### src/rtl/move_drain_sched.sv
// Pass scheduler for the column move generators: clears the columns, then drains
// their FIFOs round-robin into one registered valid/ready stream until all are done.
module move_drain_sched #(
  parameter int NCOL    = 8,
  parameter int DW      = 152,
  parameter int CLR_CYC = 2,
  parameter int CW      = 10
) (
  input  logic                 clk,
  input  logic                 reset,
  input  logic                 start,
  output logic                 col_rst,
  input  logic [NCOL-1:0]      col_done,
  input  logic [NCOL-1:0]      col_empty,
  output logic [NCOL-1:0]      col_rden,
  input  logic [NCOL*DW-1:0]   col_data,
  output logic [DW-1:0]        out_data,
  output logic                 out_valid,
  input  logic                 out_ready,
  output logic                 busy,
  output logic                 pass_done,
  output logic [CW-1:0]        word_count
);

  localparam int PW = (NCOL > 1) ? $clog2(NCOL) : 1;
  localparam int KW = $clog2(CLR_CYC + 1);

  typedef enum logic [2:0] {
    S_IDLE, S_CLR, S_SCAN, S_READ, S_HOLD, S_FIN
  } state_t;

  state_t          r_state;
  state_t          w_next;
  logic [PW-1:0]   r_rr_ptr;
  logic [PW-1:0]   r_sel;
  logic [KW-1:0]   r_clr_cnt;
  logic [CW-1:0]   r_word_count;
  logic [DW-1:0]   r_out_data;
  logic            r_out_valid;
  logic            r_pass_done;
  logic            r_rst_hold;
  logic            w_found;
  logic [PW-1:0]   w_gnt;

  function automatic logic [PW-1:0] wrap_idx(input logic [PW-1:0] base, input int k);
    int s;
    s = int'(base) + k;
    if (s >= NCOL) s = s - NCOL;
    return PW'(s);
  endfunction

  function automatic logic [CW-1:0] sat_inc(input logic [CW-1:0] v);
    return (&v) ? v : v + CW'(1);
  endfunction

  // Round-robin search: first non-empty column at or after r_rr_ptr.
  always_comb begin
    w_found = 1'b0;
    w_gnt   = '0;
    for (int k = 0; k < NCOL; k++) begin
      if (!w_found && !col_empty[wrap_idx(r_rr_ptr, k)]) begin
        w_found = 1'b1;
        w_gnt   = wrap_idx(r_rr_ptr, k);
      end
    end
  end

  always_ff @(posedge clk) begin
    if (!reset) r_state <= S_IDLE;
    else        r_state <= w_next;
  end

  always_comb begin
    w_next   = r_state;
    col_rden = '0;
    case (r_state)
      S_IDLE: if (start) w_next = S_CLR;
      S_CLR:  if (r_clr_cnt == KW'(CLR_CYC - 1)) w_next = S_SCAN;
      S_SCAN: begin
        if (w_found) begin
          col_rden[w_gnt] = 1'b1;
          w_next          = S_READ;
        end else if (&col_done) begin
          w_next = S_FIN;
        end
      end
      S_READ: w_next = S_HOLD;
      S_HOLD: if (out_ready) w_next = S_SCAN;
      S_FIN:  w_next = S_IDLE;
      default: w_next = S_IDLE;
    endcase
  end

  always_ff @(posedge clk) begin
    r_rst_hold <= ~reset;
    if (!reset) begin
      r_rr_ptr     <= '0;
      r_sel        <= '0;
      r_clr_cnt    <= '0;
      r_word_count <= '0;
      r_out_data   <= '0;
      r_out_valid  <= 1'b0;
      r_pass_done  <= 1'b0;
    end else begin
      case (r_state)
        S_IDLE: begin
          if (start) begin
            r_clr_cnt    <= '0;
            r_word_count <= '0;
            r_pass_done  <= 1'b0;
          end
        end
        S_CLR: r_clr_cnt <= r_clr_cnt + KW'(1);
        S_SCAN: begin
          if (w_found)        r_sel       <= w_gnt;
          else if (&col_done) r_pass_done <= 1'b1;
        end
        // Non-showahead FIFO: q is valid the cycle after its rden.
        S_READ: begin
          r_out_data  <= col_data[int'(r_sel)*DW +: DW];
          r_out_valid <= 1'b1;
        end
        S_HOLD: begin
          if (out_ready) begin
            r_out_valid  <= 1'b0;
            r_word_count <= sat_inc(r_word_count);
            r_rr_ptr     <= wrap_idx(r_sel, 1);
          end
        end
        default: ;
      endcase
    end
  end

  assign col_rst    = r_rst_hold | (r_state == S_CLR);
  assign busy       = (r_state == S_CLR) | (r_state == S_SCAN) |
                      (r_state == S_READ) | (r_state == S_HOLD);
  assign out_data   = r_out_data;
  assign out_valid  = r_out_valid;
  assign pass_done  = r_pass_done;
  assign word_count = r_word_count;

endmodule

### config.mk
export PLATFORM = sky130hd
export DESIGN_NAME = move_drain_sched
export DESIGN_NICKNAME = d
export VERILOG_FILES = /design/src/rtl/move_drain_sched.sv
export SDC_FILE = /design/constraint.sdc
export NUM_CORES = 1
export LEC_CHECK = 0
export ABC_AREA = 1
export ABC_CLOCK_PERIOD_IN_PS = 4400
export CORE_AREA = 2 2 544 546
export CTS_CLUSTER_DIAMETER = 40
export CTS_CLUSTER_SIZE = 40
export DETAILED_ROUTE_END_ITERATION = 16
export DIE_AREA = 0 0 546 548
export SLEW_MARGIN = 15
export SYNTH_ARGS = -nofsm -noshare
export SYNTH_HDL_FRONTEND = slang
export SYNTH_SLANG_ARGS = --single-unit
### constraint.sdc
create_clock -name clk -period 4.4 [get_ports clk]
set_input_delay 0.66 -clock clk [delete_from_list [all_inputs] [get_ports clk]]
set_output_delay 0.66 -clock clk [all_outputs]
set_load 0.03 [all_outputs]
==> key figures, run 1 <==
Detailed routing
  – DR vias/cell: 3.535
  – Via count: 27910
  – Post-DRT Antenna Nets: 0
  – DR WL/cell: 33.27 um
  – DRC: 0
  – First drt pass iteration count: 6
  – Drt total wl: 262600 um
  – DRT iter0 DRCs: 2799

Outcome
  – Status: completed

Die
  – Num ports: 1410
  – Die width: 546 um
  – Die height: 548 um
  – Total core area: 293100 sq um
  – Row Count: 199
  – Die area: 299200 sq um
  – Initial Util: 5.582%

Synthesis
  – Synth Area in Compound Gates: 39.97%
  – Post-synth EDFFs: 0
  – Syn Nets: 3827
  – Main synth FF type: dfxtp_1
  – Seq/Total Area, Yosys: 21.54%
  – Synth warn: 0
  – Synth async-reset ratio: 0%
  – Number of synthesized register bits: 176
  – Syn_area_per_cell: 6.326 sq um
  – Synth Area in Adders: 0.3824%
  – Largest family of logic cells by synthesized area: compound AO/OA/AOI/OAI gates
  – Post-synth cell types: 45
  – Simple logic cell fraction of the synthesized area: 21.04%
  – Multiplexer share of the synthesized area: 9.301%
  – Cells after Synth: 2586
  – Synth Area in XOR/XNOR: 0.05354%
  – Mapped cell area: 16360 sq um

Pwr
  – Clk pwr share: 16.2%
  – Internal Pwr Total: 0.006216 W
  – Pwr Density: 372.8 nW/um^2
  – Switching share of power: 54.11%
  – Combinational Power Share: 68.5%
  – P_leak: 11.36 nW
  – Switching pwr: 0.007329 W
  – Part of the power in registers: 15.4%
  – Worst VDD drop: 0.2551 mV

Place
  – Post-place setup slack: 0.3479 ns
  – HPWL after DPL: 232800 um
  – GPL Wtd Cong: 0.9521
  – I/O Buffers: 1409
  – Inst Count DP: 7742

Global routing
  – Largest net degree at the start of global routing: 154
  – Initial antenna violation count: 356
  – GRT overflow: 0
  – GRT Total Usage: 16.77%
  – First-pass GRT wire length: 317300 um
  – Vias in the first global route: 25460

Setup path
  – CP arrival: 3.34 ns
  – Crit Path Category: flop to primary output
  – Number of buffers and inverters on the critical path: 3
  – Max incr delay on CP: 0.41 ns
  – Critical path capture point type: primary output
  – Element type at the critical path start: flop
  – Max FO, Critical Path: 12
  – CP delay by family, top: simple AND/OR/NAND/NOR gates
  – Crit-path slowest cell: dlygate4sd2_1
  – Crit-path cells: inv_6 -> ha_1 -> buf_4 -> nand3_1 -> nand3_1 -> nand2_2 -> nand4_4 -> nor2_8 -> nand3_1 -> nand4_1 -> nand2_2 -> nand2_1 -> nand2_2 -> nor2_1 -> dlygate4sd2_1
  – Req. time, crit path: 3.74 ns

Timing
  – Clock skew: 0.03122 ns
  – Fmax: 249.9 MHz
  – Worst-margin pin slew: 1.241 ns
  – # setup viols final: 0
  – Setup TNS: 0 ns
  – Minimum clock period: 4.002 ns
  – Rel. slew slack: 16.42%
  – RSZ-0062 raised after global routing: false
  – Crit share post-route: 90.94%
  – Final WS setup: 0.3984 ns
  – Final Hold Vio Count: 0
  – Fin. max-slew vios: 0

Cells and area
  – Layout cell share with drive strength beyond 1: 4.927%
  – # nets final: 5091
  – Area Overhead vs Synth: 122.1%
  – Non-filler cells, final: 7893
  – Filler Cell Count: 34160

Worst hold path
  – Type of the worst min-delay path: flop to flop

Clock network
  – Root buffer cell: clkbuf_16
  – Total clock sinks: 176
  – TritonCTS clock tree: yes
  – Worst-skew pair later-pin latency: 0.58 ns
  – Num CTS Buffers: 25
  – Hold Buf Count CTS: 0
  – H-tree Lvls: 4
  – Clock slew at reported path FFs: 0.08 ns
  – Clk buf depth: 3

Flow run
  – MaxCap Viol Count: 0
-- kinds of logic (layout without fill, tap and decap cells) --
group / Yosys count / after routing
DFF: 176 / 176
and+or+nand+nor: 835 / 835
other: 0 / 118
muxes: 152 / 152
xor gates and xnor gates: 1 / 1
AOI/OAI and AO/OA: 1099 / 1099
adders and majority gates: 5 / 5
buffers and inverters: 318 / 1588
-- cells in the mapped netlist (9+ instances only) --
cell	instances	area, sq um
a21oi_1	167	835.8
buf_1	20	75.07
buf_2	27	135.1
clkbuf_1	224	840.8
dfxtp_1	176	3523
inv_1	32	120.1
inv_2	9	33.78
mux2i_1	152	1521
nand2_1	76	285.3
nand2_2	18	112.6
nand3_1	38	190.2
nor2_1	639	2399
nor3_1	35	175.2
o21ai_0	619	3098
o221ai_1	127	1112
o22ai_1	51	319.1
o32ai_1	127	1112
-- registers in the layout, summed over array words and instances (netlist names) --
| register | cells |
|---|---|
| r_rr_ptr | 3 |
| out_data | 152 |
| r_state | 3 |
| out_valid | 1 |
| r_sel | 3 |
| pass_done | 1 |
| r_clr_cnt | 2 |
| r_rst_hold | 1 |
| word_count | 10 |
-- power groups by stage --
| stage | clock [W] | sequential [W] | combinational [W] |
|---|---|---|---|
| after detailed placement | 0 | 0.00214 | 0.00936 |
| after global placement | 0 | 0.00214 | 0.00939 |
| after floorplan | 0 | 0.00232 | 0.00410 |
| after global routing | 0.00230 | 0.00213 | 0.00996 |
| final | 0.00219 | 0.00208 | 0.00927 |
| after CTS | 0.00230 | 0.00211 | 0.00939 |
-- layout make-up --
cell class / instances / area (sq um) / share of cell area (%)
Sequential cell: 176 / 3535 / 9.728
Timing Repair Buffer: 1511 / 15110 / 41.60
Tap cell: 3919 / 4903 / 13.49
Antenna cell: 118 / 295.3 / 0.8126
Clock buffer: 27 / 653.1 / 1.797
Clock inverter: 6 / 61.31 / 0.1687
Inverter: 44 / 178.9 / 0.4924
Multi-Input combinational cell: 2092 / 11590 / 31.91
-- metrics by stage --
step / cell area, sq um / power, W / hold slack, ns / utilization [%]
after global routing: 36180 / 0.01439 / 0.4878 / 12.35
after detailed placement: 35320 / 0.01150 / 0.4489 / 12.05
after floorplan: 16360 / 0.006423 / 0.4327 / -
after global placement: 35320 / 0.01153 / 0.4375 / 12.05
after CTS: 36030 / 0.01380 / 0.4622 / 12.29
final: 36340 / 0.01355 / 0.4590 / 12.40
-- what timing repair did --
action	CTS	global route
resized for setup	4	4
pin swaps	0	0
cloned	0	0
setup buffers	0	0
endpoints found under the setup margin	5	4
-- worst paths after layout --
kind	endpoint	cells past startpoint	start	slack, ns
worst min-delay path	pass_done$_SDFFE_PN0P_	2	pass_done$_SDFFE_PN0P_	0.46
worst max register to register	out_data[142]$_SDFFE_PN0P_	6	r_sel[0]$_SDFFE_PN0P_	1.45
worst min register to register	pass_done$_SDFFE_PN0P_	2	pass_done$_SDFFE_PN0P_	0.46
worst max-delay path	col_rden[7]	15	r_rr_ptr[0]$_SDFFE_PN0P_	0.40
-- worst min-delay path, cell delays in order, from the launching register on --
cell,delay (ns)
dfxtp_1,0.32
inv_1,0.05
a21oi_1,0.05
-- per-layer routing --
layer | vias up | wire, um | GRT usage [%]
met5 | - | 1002 | 0.2691
met4 | 150 | 11900 | 6.432
met3 | 588 | 33410 | 8.269
met2 | 2069 | 110500 | 25.20
met1 | 12990 | 105800 | 20.31
li1 | 12110 | - | -
-- cell usage in the layout, fill, tap and decap left out, drive strengths merged --
master,instances
clkdlybuf4s50,1400
nand3b,1
ha,5
and3,1
o31ai,1
nor3,37
o2111ai,1
o221ai,127
o21ai,621
or2,2
inv,42
xor2,1
diode,118
a211oi,2
nand2,95
mux2i,152
nand4,9
nand3,43
dlygate4sd2,3
dlymetal6s2s,4
clkbuf,28
nor2,644
o22ai,51
a21oi,168
bufinv,1
dfxtp,176
buf,103
clkinvlp,1
o32ai,127
clkinv,6
nor3b,3
a21o,1
No activity file was read; power rests on OpenSTA's default activity.
==> inputs of run 2 (changes only) <==
--- a/config.mk
+++ b/config.mk
@@ -8,7 +8,6 @@
 export ABC_AREA = 1
 export ABC_CLOCK_PERIOD_IN_PS = 4400
 export CORE_AREA = 2 2 544 546
-export CTS_CLUSTER_DIAMETER = 40
 export CTS_CLUSTER_SIZE = 40
 export DETAILED_ROUTE_END_ITERATION = 16
 export DIE_AREA = 0 0 546 548
==> results of run 2 <==
No change in the layout: final DEF, timing and power equal those of run 1.
